===== src/rtl/mod_pkg.sv =====
// Shared constants and types for the modular arithmetic group.
package mod_pkg;

   localparam int DW_FIELD = 256;

   localparam logic [DW_FIELD-1:0] SM2_P =
      256'hFFFFFFFE_FFFFFFFF_FFFFFFFF_FFFFFFFF_FFFFFFFF_00000000_FFFFFFFF_FFFFFFFF;

   typedef enum logic [1:0] {
      ST_IDLE = 2'd0,
      ST_RUN  = 2'd1,
      ST_DONE = 2'd2
   } red_state_t;

endpackage


===== src/rtl/mod_red_step.sv =====
// One restoring-division step: shift a dividend bit into the partial
// remainder and subtract the modulus once if it fits. Assumes r < m, so
// the shifted value is below 2m and one subtract brings it back under m.
module mod_red_step #(
   parameter int DW = 256
) (
   input  logic [DW-1:0] r,
   input  logic          bit_in,
   input  logic [DW-1:0] m,
   output logic [DW-1:0] r_next
);

   logic [DW:0] t;
   logic        ge;

   assign t  = {r, bit_in};
   assign ge = (t >= {1'b0, m});

   // The true difference is below m, so the low DW bits alone are exact.
   assign r_next = ge ? (t[DW-1:0] - m) : t[DW-1:0];

endmodule


===== src/rtl/mod_red_512b_seq.sv =====
// Bit-serial reducer: r = x mod m for a 2*DW-bit x and a DW-bit m,
// one quotient bit per clock, vld/rdy/fin handshake.
module mod_red_512b_seq
   import mod_pkg::*;
#(
   parameter  int DW = DW_FIELD,
   localparam int XW = 2 * DW
) (
   input  logic          clk,
   input  logic          rst_n,
   input  logic          red_vld_i,
   input  logic [XW-1:0] red_x_i,
   input  logic [DW-1:0] red_m_i,
   output logic          red_rdy_o,
   output logic          red_fin_o,
   output logic [DW-1:0] red_r_o,
   output logic          red_err_o
);

   localparam int CW = $clog2(XW);

   red_state_t    state_reg, state_next;
   logic [XW-1:0] x_reg;
   logic [DW-1:0] m_reg;
   logic [DW-1:0] r_reg;
   logic [DW-1:0] r_step;
   logic [CW-1:0] cnt_reg;
   logic [DW-1:0] res_reg;
   logic          err_reg;
   logic          accept;
   logic          m_zero;

   assign accept  = red_vld_i & red_rdy_o;
   assign m_zero  = (red_m_i == '0);
   assign red_r_o   = res_reg;
   assign red_err_o = err_reg;

   mod_red_step #(.DW(DW)) u_step (
      .r      (r_reg),
      .bit_in (x_reg[XW-1]),
      .m      (m_reg),
      .r_next (r_step)
   );

   // State register.
   always_ff @(posedge clk or negedge rst_n) begin
      if (!rst_n) begin
         state_reg <= ST_IDLE;
      end else begin
         state_reg <= state_next;
      end
   end

   // Next-state and handshake outputs; DONE accepts a new request like IDLE.
   always_comb begin
      state_next = state_reg;
      red_rdy_o  = 1'b1;
      red_fin_o  = 1'b0;
      case (state_reg)
         ST_IDLE: begin
            if (red_vld_i) begin
               state_next = m_zero ? ST_DONE : ST_RUN;
            end
         end
         ST_RUN: begin
            red_rdy_o = 1'b0;
            if (cnt_reg == '0) begin
               state_next = ST_DONE;
            end
         end
         ST_DONE: begin
            red_fin_o = 1'b1;
            if (red_vld_i) begin
               state_next = m_zero ? ST_DONE : ST_RUN;
            end else begin
               state_next = ST_IDLE;
            end
         end
         default: begin
            state_next = ST_IDLE;
         end
      endcase
   end

   // Operand capture, per-bit reduction, and result latch on completion.
   always_ff @(posedge clk or negedge rst_n) begin
      if (!rst_n) begin
         x_reg   <= '0;
         m_reg   <= '0;
         r_reg   <= '0;
         cnt_reg <= '0;
         res_reg <= '0;
         err_reg <= 1'b0;
      end else if (accept) begin
         x_reg   <= red_x_i;
         m_reg   <= red_m_i;
         r_reg   <= '0;
         cnt_reg <= CW'(XW - 1);
         err_reg <= 1'b0;
         if (m_zero) begin
            res_reg <= '0;
            err_reg <= 1'b1;
         end
      end else if (state_reg == ST_RUN) begin
         x_reg   <= {x_reg[XW-2:0], 1'b0};
         r_reg   <= r_step;
         cnt_reg <= cnt_reg - 1'b1;
         if (cnt_reg == '0) begin
            res_reg <= r_step;
         end
      end
   end

endmodule


===== config.mk =====
export PLATFORM = sky130hd
export DESIGN_NAME = mod_red_512b_seq
export DESIGN_NICKNAME = d
export VERILOG_FILES = /design/src/rtl/mod_pkg.sv /design/src/rtl/mod_red_step.sv /design/src/rtl/mod_red_512b_seq.sv
export SDC_FILE = /design/constraint.sdc
export NUM_CORES = 2
export LEC_CHECK = 0
export CAP_MARGIN = 20
export CORE_MARGIN = 1.5
export CORE_UTILIZATION = 50
export DETAILED_ROUTE_END_ITERATION = 8
export PLACE_DENSITY = 0.73
export SYNTH_ARGS = -nofsm -noshare
export SYNTH_HDL_FRONTEND = slang
export SYNTH_HIERARCHICAL = 1
export SYNTH_SLANG_ARGS = --single-unit
export TNS_END_PERCENT = 30

===== constraint.sdc =====
create_clock -name clk -period 13.1 [get_ports clk]
set_input_delay 3.93 -clock clk [delete_from_list [all_inputs] [get_ports clk]]
set_output_delay 3.93 -clock clk [all_outputs]
set_load 0.005 [all_outputs]

## After elaboration in Yosys (flattened, before gate mapping)

Cells that the tools add are included.

| storage, ports and cells | value |
|---|---|
| register bits | 1292 |

| operators by class | value |
|---|---|
| bitwise operators | 1 |
| eq/ne operators | 5 |
| add/subtract/negate cells | 2 |
| muxes and demuxes | 19 |
| reductions and logical operators | 7 |
| order comparisons | 1 |

Operator list:

| cell | number |
|---|---|
| 2-to-1 mux 256 bit | 7 |
| 2-to-1 mux 512 bit | 2 |
| greater-or-equal comparator 257 x 256 -> 1 bit | 1 |
| zero test 256 bit | 1 |
| subtractor 256 bit | 1 |
| 2-to-1 mux 9 bit | 2 |
| zero test 9 bit | 1 |
| subtractor 9 x 1 -> 9 bit, second input constant | 1 |
| 2-to-1 mux 2 bit | 4 |
| one-hot mux 2 bit (3 select lines) | 1 |
| != test 2 x 1 -> 1 bit, second input constant | 2 |
| nonzero test 2 bit | 2 |
| 2-to-1 mux 1 bit | 3 |
| AND reduction 3 bit | 1 |
| == test 2 x 1 -> 1 bit, second input constant | 1 |
| == test 2 bit, second input constant | 1 |
| zero test 2 bit | 1 |
| != test 2 bit, second input constant | 1 |
| AND reduction 2 bit | 1 |
| bitwise AND 1 bit | 1 |

## Longest topological paths before layout

| depth | value |
|---|---|
| depth after elaboration | 5 |
| gate-level depth with buffers | 22 |
| mapped depth without buffers | 20 |

## Modules after synthesis

The synthesis kept the hierarchy.

By module, submodules not included:

| module | cells an instance | times used | area an instance (um2) |
|---|---|---|---|
| mod_red_512b_seq | 5413 | 1 | 56076.3 |
| mod_red_step | 3875 | 1 | 22617.9 |

## Worst setup path before layout

OpenSTA, ideal clock, no wires.

| timing | value |
|---|---|
| path kind | input-to-reg |
| from | in red_m_i[198] |
| to | reg res_reg[115], in the netlist red_r_o[115] |
| data arrival time | 5.557 ns |
| path buffers | 3 |
| data required time | 12.972 ns |
| stages on the path | 8 |
| slack | 7.415 ns |
| setup time | 0.128 ns |
| path through | nor4_1 nand4_1 nor4_1 and2_1 clkbuf_1 clkbuf_1 buf_2 a21oi_2 |

| between the ends | value |
|---|---|
| longest elaborated chain between the ends | 3 |

Ends and longest elaborated chain:

| element | RTL line | RTL |
|---|---|---|
| start: declaration | mod_red_512b_seq.sv:13 | `input logic [DW-1:0] red_m_i,` |
| zero test 256 bit | mod_red_512b_seq.sv:34 | `assign m_zero = (red_m_i == '0);` |
| != test 2 x 1 -> 1 bit (no source line) | - |  |
| AND reduction 3 bit (no source line) | - |  |
| end signal: assignment | mod_red_512b_seq.sv:109 | `res_reg <= r_step;` |
| end: declaration | mod_red_512b_seq.sv:28 | `logic [DW-1:0] res_reg;` |

Every way passes these cells.
A chain may end at the register's enable or synchronous reset.

## Worst setup path in the final report

| timing | value |
|---|---|
| from | in red_m_i[199] |
| to | reg res_reg[243], in the netlist red_r_o[243] |

Same word-level chain as after synthesis.

==> results.txt <==
Place WS -> 4449 ps
die height -> 399.7 um
core area -> 156,200 sq um
nets -> 10,990
syn nets -> 10,320
critical path depth -> 9
drt wl/cell -> 23.71 um
final clock skew -> 36.69 ps
filler instances -> 13,650
RSZ-0062 raised after global routing -> no
Tot GR Track Use -> 0.3494
Yosys cell types -> 98
Resized cells post-CTS -> 0
Crit path arrival time -> 8670 ps
GPL Wtd Cong -> 1.009
fin worst setup slack -> 5081 ps
CP max stage delay -> 780 ps
met3 wire len -> 21,980 um
crit-path leading delay family -> simple AND/OR/NAND/NOR gates
GRT overflow -> 0
Num CTS Buffers -> 143
Clk network pwr share -> 0.172
drt first pass iters -> 6
Setup CP Type -> primary input to flop
Synth Warn # -> 6
post-synth top area cell -> dfrtp_1
Post-CTS Setup Inserts -> 0
Via Count -> 71,240
max layer used -> met5
CP max FO -> 49
LEAKAGE -> 41.31 nW
proportion of layout cells with a drive suffix above 1 -> 0.06027
hold crit path type -> flop to flop
maximum clock path buffer count -> 3
Reg2Reg Depth -> 19
Comb pwr share -> 0.565
Final Hold Fails -> 0
Remaining DRCs -> 0
CP most frequent cell -> buf_4
vias in the first global route -> 69,040
relative slew slack -> 0.1523
IO Port Bufs -> 1,029
Sw Ratio -> 0.4915
top post-synthesis cells by area -> dfrtp_1, nand2_1, mux2i_1
Final ANT Viol Nets -> 0
post-placement cell count -> 11,870
clk_lat worst skew -> 810 ps
first-pass GRT wire length -> 426,000 um
status -> completed
flop and latch count out of synthesis -> 1,292
Worst-Margin Slew -> 1255 ps
# setup viols final -> 0
Max Cap Viol -> 0
sum of negative setup slack -> 0 ps
CTS tree -> yes
Reg clk slew, reported paths -> 60 ps
crit end category -> flop
sequential area share after synthesis -> 0.4108
Sequential Area -> 32,330 sq um
Power Internal -> 0.01211 W
Post-synth EDFFs -> 0
chip width -> 399.7 um
synthesized cell area -> 78,690 sq um
startpoint types -> primary input
clk sink count -> 1,292
DR WL met2 -> 134,800 um
routed length on met1 -> 116,300 um
Psw -> 0.01170 W
htree depth -> 4
final wirelength -> 288,200 um
via/cell ratio -> 5.861
DP HPWL -> 223,300 um
initial DRC count -> 6,388
Worst IR Drop VDD -> 0.0002459 V
largest net degree at the start of global routing -> 301
Post-synth top flop -> dfrtp_1
crit-path cells -> clkdlybuf4s50_1, nor4_2, buf_4, nand4_1, nor4_1, and2_4, buf_4, buf_4, a21oi_1
Area growth, synth to finish -> 19.92%
Root Driver -> clkbuf_16
Syn Inst Count -> 9,288
Worst R2R Setup Slack -> 5590 ps
CP max stage cell -> and2_4
hold-fix buffers at CTS -> 0
initial antenna violation count -> 50
CP Data Required Time -> 13,750 ps
Final Max Tran Viols -> 0
Async S/R FF share, synth -> 1.000
Synth top area share -> 0.4108
Tcrit/Tclk final -> 0.6121
Ports -> 1,030
Multi-input gate area -> 42,260 sq um
max reg flops -> 512
Fmax -> 0.1247 GHz
pwr dens -> 252.3 nW/um^2
Final min period -> 8019 ps
initial core utilization -> 0.5038
Util after Layout -> 0.6041
CP bufs+invs -> 4
Reg power frac -> 0.263
row cnt -> 145
Mean Syn Cell Area -> 8.473 sq um
Worst Hold Path Cells -> 2
Die Area -> 159,800 sq um
Final Non-Filler Cells -> 12,160
## tightest hold or removal path, stage by stage, from the launching register on
cell     delay, ps
dfrtp_1        340
nand2_1         50
o21ai_0         60
## stage by stage
stage / cell area (sq um) / hold WS [ps] / total power (W)
2_1_floorplan: 78690 / 444.5 / 0.01500
3_3_place_gp: 89510 / 455.9 / 0.01918
3_5_place_dp: 89530 / 461.5 / 0.01938
4_1_cts: 94280 / 457.9 / 0.02358
5_1_grt: 94360 / 492.8 / 0.02537
6_report: 94370 / 456.4 / 0.02381
## cell usage after synthesis, drive strengths merged (101+ instances only)
master  instances
dfrtp        1292
o21ai        1064
inv           354
buf           157
mux2i         768
clkbuf        428
xor2          101
nand3b        260
nor4          105
nand4         165
ha            257
nor2          292
xnor2         151
nand2        2422
a21oi         782
## placed cells by master (no fill, tap or decap), drive strengths merged, types with 19 or more instances in the layout
master	n
dfrtp	1292
a21oi	782
o31ai	31
clkinv	37
nand2	2422
buf	81
nand3	42
xnor2	151
o21a	49
nor2	292
nor3	74
nor4	105
clkdlybuf4s50	1027
nand3b	260
nand2b	19
or2	22
diode	26
mux2i	768
a211oi	21
inv	362
ha	257
a31oi	22
a21o	74
clkbuf	205
o21bai	93
xor2	101
a21boi	24
o21ai	1064
nand4	165
## per-layer routing
metal / vias to the layer above / global-route usage
li1: 33390 / -
met3: 573 / 0.08354
met5: - / 0
met2: 2569 / 0.5629
met4: 42 / 0.1688
met1: 34670 / 0.4404
## cell families (layout without fill, tap and decap cells)
family	count (synthesis)	in the layout	synth area share
adder cells (fa/ha/maj)	258	258	0.04112
AO/OA/AOI/OAI	2272	2272	0.1722
buffers and inverters	939	1722	0.05310
other	0	26	0
flip-flops	1292	1292	0.4108
AND/OR/NAND/NOR	3493	3493	0.1950
multiplexers	782	782	0.09969
XOR/XNOR	252	252	0.02805
## final timing paths
check | startpoint | end
max reg2reg | m_reg[6]$_DFFE_PN0P_ | red_r_o[129]$_DFFE_PN0P_
max in group asynchronous | rst_n | x_reg[82]$_DFFE_PN0P_
min reg2reg | x_reg[352]$_DFFE_PN0P_ | x_reg[353]$_DFFE_PN0P_
min in group asynchronous | rst_n | m_reg[85]$_DFFE_PN0P_
min | x_reg[352]$_DFFE_PN0P_ | x_reg[353]$_DFFE_PN0P_
max | red_m_i[199] | red_r_o[243]$_DFFE_PN0P_
## power groups by stage
stage	Combinational, W	Sequential [W]	Clock (W)
after floorplan	0.00903	0.00597	0
after global placement	0.0130	0.00622	0
after detailed placement	0.0131	0.00626	0
after CTS	0.0132	0.00623	0.00417
after global routing	0.0147	0.00639	0.00432
final	0.0135	0.00625	0.00410
## final cells by class
class                           instances  area share
Antenna cell                           26   0.0006894
Clock buffer                          205     0.04381
Clock inverter                         55    0.006483
Inverter                              354     0.01416
Multi-Input combinational cell       7057      0.4478
Sequential cell                      1292      0.3426
Tap cell                             2058     0.02729
Timing Repair Buffer                 1108      0.1172
Note: power is estimated with default switching activity, not from simulation.
